--- config.mk ---
export PLATFORM = sky130hd
export DESIGN_NAME = ifu_fetch
export DESIGN_NICKNAME = d
export VERILOG_FILES = /design/src/rtl/ifu_fetch_pkg.sv /design/src/rtl/ifu_fetch_entry.sv /design/src/rtl/ifu_fetch.sv
export SDC_FILE = /design/constraint.sdc
export NUM_CORES = 1
export LEC_CHECK = 0
export CORE_UTILIZATION = 45
export CTS_CLUSTER_DIAMETER = 200
export DETAILED_ROUTE_END_ITERATION = 6
export PLACE_DENSITY = 0.75
export SYNTH_ARGS = -nofsm -noshare
export SYNTH_HDL_FRONTEND = slang
export SYNTH_SLANG_ARGS = --single-unit
--- constraint.sdc ---
create_clock -name clk -period 2.72 [get_ports clk]
set_clock_uncertainty 0.1 [all_clocks]
set_input_delay 0.408 -clock clk [delete_from_list [all_inputs] [get_ports clk]]
set_output_delay 0.408 -clock clk [all_outputs]
set_load 0.02 [all_outputs]
--- src/rtl/ifu_fetch_pkg.sv ---
// Shared fetch-unit definitions: bus width, NOP encoding and fetch-buffer entry states.
package ifu_fetch_pkg;

    localparam int XLEN = 32;

    localparam logic [XLEN-1:0] NOP_INST_DEFAULT = 32'h0000_0013;

    typedef enum logic [1:0] {
        ENT_EMPTY = 2'b00,
        ENT_WAIT  = 2'b01,
        ENT_FULL  = 2'b10
    } entry_state_e;

    function automatic logic [XLEN-1:0] inst_or_nop(
        input logic            valid,
        input logic [XLEN-1:0] inst,
        input logic [XLEN-1:0] nop
    );
        return valid ? inst : nop;
    endfunction

endpackage

--- src/rtl/ifu_fetch_entry.sv ---
// One fetch-buffer slot: lifecycle state plus the captured PC and instruction word.
//   state     | meaning
//   ENT_EMPTY | free, may be allocated by a granted request
//   ENT_WAIT  | request granted, instruction data still outstanding
//   ENT_FULL  | instruction captured, waiting for decode to consume it
module fetch_entry
    import ifu_fetch_pkg::*;
(
    input  logic            clk,
    input  logic            rst,
    input  logic            i_flush,
    input  logic            i_alloc,
    input  logic [XLEN-1:0] i_alloc_pc,
    input  logic            i_fill,
    input  logic [XLEN-1:0] i_fill_inst,
    input  logic            i_consume,
    output entry_state_e    o_state,
    output logic [XLEN-1:0] o_pc,
    output logic [XLEN-1:0] o_inst
);

    entry_state_e    r_state;
    entry_state_e    w_state_nxt;
    logic [XLEN-1:0] r_pc;
    logic [XLEN-1:0] r_inst;
    logic            w_do_alloc;
    logic            w_do_fill;

    assign w_do_alloc = ~i_flush & i_alloc & (r_state == ENT_EMPTY);
    assign w_do_fill  = ~i_flush & i_fill  & (r_state == ENT_WAIT);

    always_comb begin
        w_state_nxt = r_state;
        if (i_flush) begin
            w_state_nxt = ENT_EMPTY;
        end else begin
            case (r_state)
                ENT_EMPTY: if (i_alloc)   w_state_nxt = ENT_WAIT;
                ENT_WAIT:  if (i_fill)    w_state_nxt = ENT_FULL;
                ENT_FULL:  if (i_consume) w_state_nxt = ENT_EMPTY;
                default:                  w_state_nxt = ENT_EMPTY;
            endcase
        end
    end

    always_ff @(posedge clk or negedge rst) begin
        if (!rst) begin
            r_state <= ENT_EMPTY;
        end else begin
            r_state <= w_state_nxt;
        end
    end

    // A flush only frees the slot; stale pc/inst are harmless because state gates their use.
    always_ff @(posedge clk or negedge rst) begin
        if (!rst) begin
            r_pc   <= '0;
            r_inst <= '0;
        end else begin
            if (w_do_alloc) r_pc   <= i_alloc_pc;
            if (w_do_fill)  r_inst <= i_fill_inst;
        end
    end

    assign o_state = r_state;
    assign o_pc    = r_pc;
    assign o_inst  = r_inst;

endmodule

--- src/rtl/ifu_fetch.sv ---
// Instruction fetch buffer: issues in-order memory requests, captures responses into a
// circular buffer and presents the oldest instruction to decode; branches flush it.
module ifu_fetch
    import ifu_fetch_pkg::*;
#(
    parameter int               DEPTH    = 2,
    parameter logic [XLEN-1:0] NOP_INST = NOP_INST_DEFAULT
)
(
    input  logic            clk,
    input  logic            rst,
    input  logic [XLEN-1:0] pc_i,
    input  logic            ce_i,
    input  logic            branch_flag_i,
    output logic            imem_req_o,
    output logic [XLEN-1:0] imem_addr_o,
    input  logic            imem_gnt_i,
    input  logic            imem_rvalid_i,
    input  logic [XLEN-1:0] imem_rdata_i,
    output logic            pc_stall_o,
    output logic            if_valid_o,
    output logic [XLEN-1:0] if_pc_o,
    output logic [XLEN-1:0] if_inst_o,
    input  logic            id_ready_i
);

    localparam int PTR_W = (DEPTH > 1) ? $clog2(DEPTH) : 1;
    localparam int CNT_W = $clog2(DEPTH + 1);

    logic [PTR_W-1:0] r_wr_ptr;
    logic [PTR_W-1:0] r_fill_ptr;
    logic [PTR_W-1:0] r_rd_ptr;
    logic [CNT_W-1:0] r_discard;

    entry_state_e     w_state [DEPTH];
    logic [XLEN-1:0]  w_pc    [DEPTH];
    logic [XLEN-1:0]  w_inst  [DEPTH];

    logic [CNT_W-1:0] w_wait_cnt;
    logic [CNT_W-1:0] w_outstanding;
    logic             w_req;
    logic             w_grant;
    logic             w_fill;
    logic             w_consume;
    logic             w_head_valid;
    logic             w_fill_wait;

    always_comb begin
        w_wait_cnt = '0;
        for (int i = 0; i < DEPTH; i++) begin
            if (w_state[i] == ENT_WAIT) w_wait_cnt = w_wait_cnt + CNT_W'(1);
        end
    end

    // No request can issue while discarding, so at most one of the two terms is non-zero.
    assign w_outstanding = w_wait_cnt + r_discard;

    assign w_head_valid = (w_state[r_rd_ptr] == ENT_FULL);
    assign w_fill_wait  = (w_state[r_fill_ptr] == ENT_WAIT);

    assign w_req     = rst & ce_i & ~branch_flag_i
                     & (w_state[r_wr_ptr] == ENT_EMPTY) & (r_discard == '0);
    assign w_grant   = w_req & imem_gnt_i;
    assign w_fill    = imem_rvalid_i & (r_discard == '0) & w_fill_wait & ~branch_flag_i;
    assign w_consume = w_head_valid & id_ready_i & ~branch_flag_i;

    for (genvar g = 0; g < DEPTH; g++) begin : g_entry
        fetch_entry u_entry (
            .clk         (clk),
            .rst         (rst),
            .i_flush     (branch_flag_i),
            .i_alloc     (w_grant & (r_wr_ptr == PTR_W'(g))),
            .i_alloc_pc  (pc_i),
            .i_fill      (w_fill & (r_fill_ptr == PTR_W'(g))),
            .i_fill_inst (imem_rdata_i),
            .i_consume   (w_consume & (r_rd_ptr == PTR_W'(g))),
            .o_state     (w_state[g]),
            .o_pc        (w_pc[g]),
            .o_inst      (w_inst[g])
        );
    end

    // A branch remembers every in-flight response (including ones already being
    // discarded) so that none of them is ever written into the flushed buffer.
    always_ff @(posedge clk or negedge rst) begin
        if (!rst) begin
            r_wr_ptr   <= '0;
            r_fill_ptr <= '0;
            r_rd_ptr   <= '0;
            r_discard  <= '0;
        end else if (branch_flag_i) begin
            r_wr_ptr   <= '0;
            r_fill_ptr <= '0;
            r_rd_ptr   <= '0;
            if (imem_rvalid_i && (w_outstanding != '0)) begin
                r_discard <= w_outstanding - CNT_W'(1);
            end else begin
                r_discard <= w_outstanding;
            end
        end else begin
            if (w_grant)   r_wr_ptr   <= r_wr_ptr + PTR_W'(1);
            if (w_fill)    r_fill_ptr <= r_fill_ptr + PTR_W'(1);
            if (w_consume) r_rd_ptr   <= r_rd_ptr + PTR_W'(1);
            if (imem_rvalid_i && (r_discard != '0)) r_discard <= r_discard - CNT_W'(1);
        end
    end

    assign imem_req_o  = w_req;
    assign imem_addr_o = pc_i;
    assign pc_stall_o  = ~rst | (~w_grant & ~branch_flag_i);
    assign if_valid_o  = w_head_valid;
    assign if_pc_o     = w_pc[r_rd_ptr];
    assign if_inst_o   = inst_or_nop(w_head_valid, w_inst[r_rd_ptr], NOP_INST);

`ifndef SYNTHESIS
    // A response with nothing in flight is a memory-side protocol error; it is ignored above.
    a_no_orphan_rvalid: assert property (
        @(posedge clk) disable iff (!rst) imem_rvalid_i |-> (w_outstanding != '0)
    );
`endif

endmodule

## After elaboration in Yosys (flattened, before gate mapping)

Cells that the tools add are included.

| cells by class | value |
|---|---|
| add/sub/neg operators | 7 |
| multipliers | 0 |
| divide/modulo/power cells | 0 |
| $lt $le $gt $ge | 3 |
| equal/unequal tests | 12 |
| shift operators | 0 |
| muxes and demuxes | 37 |
| bitwise operators | 35 |
| reduce and logical (&&, ||, !) cells | 14 |

Operators with widths:

| kind | number |
|---|---|
| $mux 32 | 7 |
| $mux 2 | 21 |
| $and 1x1->1 | 25 |
| $ne 3x2->1 const B | 6 |
| $pmux 2 s3 | 2 |
| $reduce_bool 2->1 | 6 |
| $logic_not 2->1 | 4 |
| $mux 1 | 7 |
| $eq 2x1->1 const B | 3 |
| $eq 2x2->1 const B | 3 |
| $ge 2x2->1 const B | 3 |
| $not 1->1 | 6 |
| $not 1->2 | 3 |
| $reduce_and 3->1 | 2 |
| $sub 2x1->2 const B | 2 |
| $add 1x1->1 const B | 3 |
| $add 2x1->2 const B | 1 |
| $add 2x2->2 | 1 |
| $logic_and 1x1->1 | 2 |
| $or 1x1->1 | 1 |

| word-level totals | value |
|---|---|
| flip-flop bits (word level) | 137 |
| latch bits | 0 |
| bits in writable memories | 0 |
| bits in read-only memories | 0 |
| input port bits | 71 |
| output and inout port bits | 99 |
| word-level logic and storage cells | 118 |
| memories kept | 0 |

## Logic depth before layout (Yosys ltp)

| logic depth | value |
|---|---|
| depth after elaboration | 12 |
| gate-level depth with buffers | 11 |
| gate-level depth less buffers | 11 |

## Hierarchy

From an unflattened synthesis, not the netlist that was laid out.

| second synthesis, totals | value |
|---|---|
| cells, all modules | 484 |
| area total of the unflattened synthesis | 6626.4 sq um |

Modules (own cells, without submodules):

| module | times used | cells an instance | area an instance (sq um) | sequential area each (sq um) |
|---|---|---|---|---|
| fetch_entry | 2 | 145 | 2519.9 | 1651.6 |
| ifu_fetch | 1 | 194 | 1586.5 | 125.1 |

## Worst setup path after synthesis

No wires, ideal clock.

| timing path | value |
|---|---|
| path kind | flip-flop to flip-flop |
| from | register g_entry[0].u_entry.r_state[1] |
| to | register r_discard[1] |
| arrival | 1.973 ns |
| required time | 2.541 ns |
| setup slack | 0.567 ns |
| stages on the path, launching flop included | 10 |
| buffers on the path | 0 |
| period minus slack after synthesis | 2.153 ns |
| path through | dfrtp_1 and2b_1 xnor2_1 ha_1 xor2_1 xnor2_1 ha_1 nor2b_1 mux2_2 mux2i_1 |

| between the ends | value |
|---|---|
| word-level cells in the longest chain between the ends | 9 |

RTL lines:

| element | line | RTL |
|---|---|---|
| from (decl) | ifu_fetch_entry.sv:22 | `entry_state_e r_state;` |
| from (signal assigned) | ifu_fetch_entry.sv:50 | `r_state <= w_state_nxt;` |
| $eq 2x1->1 (*) | ifu_fetch.sv:51 | `if (w_state[i] == ENT_WAIT) w_wait_cnt = w_wait_cnt + CNT_W'(1);` |
| $mux 1 (*) | ifu_fetch.sv:51 |  |
| $add 2x1->2 | ifu_fetch.sv:51 |  |
| $mux 2 (*) | ifu_fetch.sv:51 |  |
| $add 2x2->2 (*) | ifu_fetch.sv:56 | `assign w_outstanding = w_wait_cnt + r_discard;` |
| branches (longest 2 deep; another with $sub 2x1->2) | - |  |
| $mux 2 (*) | ifu_fetch.sv:95 | `if (imem_rvalid_i && (w_outstanding != '0)) begin` |
| $mux 2 (*) | ifu_fetch.sv:91 | `end else if (branch_flag_i) begin` |
| to (signal assigned) | ifu_fetch.sv:96 | `r_discard <= w_outstanding - CNT_W'(1);` |
| to (signal assigned) | ifu_fetch.sv:98 | `r_discard <= w_outstanding;` |
| to (signal assigned) | ifu_fetch.sv:104 | `if (imem_rvalid_i && (r_discard != '0)) r_discard <= r_discard - CNT_W'(1);` |
| to (decl) | ifu_fetch.sv:33 | `logic [CNT_W-1:0] r_discard;` |

Mark *: on every way between the ends.
A chain may end at the register's enable or synchronous reset.

## Worst setup path after layout

| timing path | value |
|---|---|
| from | register r_rd_ptr |
| to | output if_inst_o[17] |

| between the ends | value |
|---|---|
| word-level cells in the longest chain between the ends | 6 |

RTL lines:

| element | line | RTL |
|---|---|---|
| from (decl) | ifu_fetch.sv:32 | `logic [PTR_W-1:0] r_rd_ptr;` |
| from (signal assigned) | ifu_fetch.sv:103 | `if (w_consume) r_rd_ptr <= r_rd_ptr + PTR_W'(1);` |
| $not 1->2 (not written as such) (*) | ifu_fetch.sv:58, ifu_fetch.sv:113 |  |
| $mux 2 (not written as such) (3 in a row) | ifu_fetch.sv:58 | `assign w_head_valid = (w_state[r_rd_ptr] == ENT_FULL);` |
| $eq 2x2->1 | ifu_fetch.sv:58 |  |
| $mux 32 (*) | ifu_fetch_pkg.sv:19 | `return valid ? inst : nop;` |
| to (decl) | ifu_fetch.sv:23 | `output logic [XLEN-1:0] if_inst_o,` |

Mark *: on every way between the ends. The rest lies on a longest branch, timed or not. The select of a mux whose other input is x is not followed.

==> impl_metrics.env <==
export IMPL_startpoint_type="register"
export IMPL_clock_sinks=137
export IMPL_syn_to_final_growth_pct=34.8
export IMPL_grt_overflow=0
export IMPL_clk_path_buf_depth=2
export IMPL_routed_wl_um=13900
export IMPL_critPathSlowestCell="clkdlybuf4s50_1"
export IMPL_finalSetupViolCount=0
export IMPL_r2r_cells=9
export IMPL_drtIter0Drc=230
export IMPL_ys_ff_latch=137
export IMPL_maxSlewHeadroom=0.416
export IMPL_p_per_area_mw_per_mm2=724
export IMPL_ys_seq_area_frac=0.521
export IMPL_cts_tree="yes"
export IMPL_grt_antenna_before_repair=0
export IMPL_io_buffers=169
export IMPL_gr_usage_all_layers=0.197
export IMPL_crit_path_max_fanout=30
export IMPL_dieHeight_um=123
export IMPL_drc=0
export IMPL_yosysTopAreaCell="dfrtp_1"
export IMPL_post_synth_top_area_fraction=0.521
export IMPL_fin_nets=697
export IMPL_synth_area_leaders="dfrtp_1 (52%), mux2_2 (22%), mux2_4 (6.8%), mux2i_1 (4.6%), buf_4 (4.0%)"
export IMPL_dp_cells=783
export IMPL_cap_violations=0
export IMPL_drt_first_pass_iters=6
export IMPL_drive_above_1_share=0.327
export IMPL_peakVddDrop_v=0.000455
export IMPL_holdBufCountCts=0
export IMPL_tightestPinTransition_ns=0.876
export IMPL_fin_total_pwr_w=0.00643
export IMPL_syn_nets=552
export IMPL_clk_insertion_delay_late_ns=0.41
export IMPL_yosysUniqueCellTypes=40
export IMPL_r2r_end="r_discard[1]"
export IMPL_crit_type="reg2out"
export IMPL_vias=4182
export IMPL_period_needed_ns=2.62
export IMPL_worstSetupEndpointType="primary output"
export IMPL_grt_start_max_net_pins=71
export IMPL_n_antenna_cell=0
export IMPL_cpPeakStageDelay_ns=0.54
export IMPL_syn_area_per_cell_sq_um=13.8
export IMPL_hpwl_um=9400
export IMPL_grt_pass1_vias=4548
export IMPL_power_leakage_nw=4.35
export IMPL_wl_per_cell_um=17.0
export IMPL_critPathRequiredTime_ns=2.21
export IMPL_cp_num_buf_inv=3
export IMPL_rows=43
export IMPL_final_cells=816
export IMPL_io_pins=170
export IMPL_r2r_start="g_entry[0].u_entry.o_state[1]"
export IMPL_yosysWarnings=0
export IMPL_fp_coreArea_sq_mm=0.0141
export IMPL_gp_congestion=0.809
export IMPL_rsz0062_at_grt="false"
export IMPL_die_w_um=123
export IMPL_grt_first_pass_wirelength_um=22700
export IMPL_cts_buffers=17
export IMPL_route_antenna_remaining_nets=0
export IMPL_crit_family="buffers and inverters"
export IMPL_synth_edf_count=0
export IMPL_crit_chain="nand3b_1, inv_1, a21oi_2, buf_12, nor2_1, clkdlybuf4s50_1"
export IMPL_worst_slack_ns=0.101
export IMPL_synthMostInstantiatedCell="dfrtp_1"
export IMPL_h_tree_depth=4
export IMPL_synth_main_ff_cell="dfrtp_1"
export IMPL_root_buffer="clkbuf_16"
export IMPL_final_max_slew_viol_count=0
export IMPL_reg2reg_slack_ns=0.29
export IMPL_async_reset_ff_frac=1.00
export IMPL_arrival_ns=2.11
export IMPL_outcome="completed"
export IMPL_die_area_sq_mm=0.0151
export IMPL_synth_common_cells="dfrtp_1 (137), mux2_2 (130), buf_4 (35), nor2_1 (32)"
export IMPL_hold_viol=0
export IMPL_min_path_type="in2async"
export IMPL_post_route_period_util=0.963
export IMPL_clock_fmax_ghz=0.382
export IMPL_initial_core_util=0.467
export IMPL_place_ws_ns=0.126
export IMPL_clk_pin_slew_ns=0.06
export IMPL_avgViaCountPerCell=5.13
export IMPL_syn_cell_area_sq_mm=0.00659
export IMPL_syn_inst=478
==> logic make-up after synthesis <==
family                   Yosys count  share of synthesized area
adder cells (fa/ha/maj)            3                    0.00570
multiplexers                     191                      0.338
buffers and inverters             65                     0.0676
AND/OR/NAND/NOR                   58                     0.0433
XOR/XNOR                           5                    0.00665
AO/OA/AOI/OAI                     19                     0.0181
flip-flops                       137                      0.521
==> final cells by class <==
class	instances	area (sq um)
fillers	1104	5220
multi-input cells	276	2720
repair buffers	183	1880
flip-flops and latches	137	3430
inverters	8	30.0
well taps	180	225
clock buffers	24	472
clock inverters	8	119
==> routing by layer <==
| metal | share of wire | track usage | vias up |
|---|---|---|---|
| met3 | 0.040 | 0.0484 | 14 |
| met4 | 0.014 | 0.0723 | 0 |
| li1 | - | - | 1932 |
| met1 | 0.43 | 0.241 | 2145 |
| met5 | 0 | 0 | - |
| met2 | 0.51 | 0.336 | 91 |
==> worst register-to-register path, delay by kind of cell (launching register included) <==
family	cells	cell delay (ns)
AND/OR/NAND/NOR	2	0.42
XOR/XNOR	3	0.45
multiplexers	2	0.53
flip-flops	1	0.46
adder cells (fa/ha/maj)	2	0.37
==> through the flow <==
stage,hold WS (ns),utilization,TNS [ns],instance area (sq um)
6_report,0.140,0.630,0,8880
5_1_grt,0.219,0.630,0,8880
4_1_cts,0.158,0.626,-0.0164,8830
3_5_place_dp,0.376,0.584,0,8240
3_3_place_gp,0.366,0.584,0,8240
2_1_floorplan,0.0124,-,0,6590
==> what timing repair did <==
action                     in CTS  in global routing
pin swaps                       0                  1
setup buffers                   0                  1
setup endpoints to repair      31                 27
resized for setup              12                 15
==> placed cells by master, fill, tap and decap left out, types with 5 or more instances in the layout <==
cell	Yosys	routed
clkdlybuf4s50_1	0	146
dfrtp_1	137	136
mux2_2	130	130
nor2_1	32	32
mux2i_1	30	30
mux2_4	30	30
clkbuf_16	0	17
dlymetal6s2s_1	0	13
dlygate4sd2_1	0	9
inv_1	8	8
buf_4	35	8
nand2_1	7	7
a21oi_1	7	6
clkbuf_1	5	5
==> state kept, by name (all words and copies together), names as in the netlist <==
name                     cells
r_rd_ptr                     1
r_wr_ptr                     1
r_fill_ptr                   1
g_entry.u_entry.o_inst      64
g_entry.u_entry.o_pc        64
g_entry.u_entry.o_state      4
r_discard                    2
==> where the power goes <==
part	total (W)	switching (W)	internal, W
Clock	0.00229	0.000802	0.00149
Combinational	0.00164	0.000699	0.000941
Sequential	0.00250	0.000154	0.00234
Total	0.00643	0.00166	0.00477
==> worst max-delay path by stage <==
stage | slack [ns] | cells after the start | end | from
after detailed placement | 0.13 | 6 | pc_stall_o | branch_flag_i
after global routing | 0.0001 | 5 | if_inst_o[25] | r_rd_ptr
final | 0.10 | 6 | if_inst_o[17] | r_rd_ptr
after CTS | -0.007 | 4 | if_inst_o[2] | r_rd_ptr
after global placement | 0.18 | 6 | pc_stall_o | branch_flag_i
after floorplan | 0.57 | 9 | r_discard[1] | g_entry[0].u_entry.o_state[1]
Note: power is estimated with default switching activity, not from simulation.
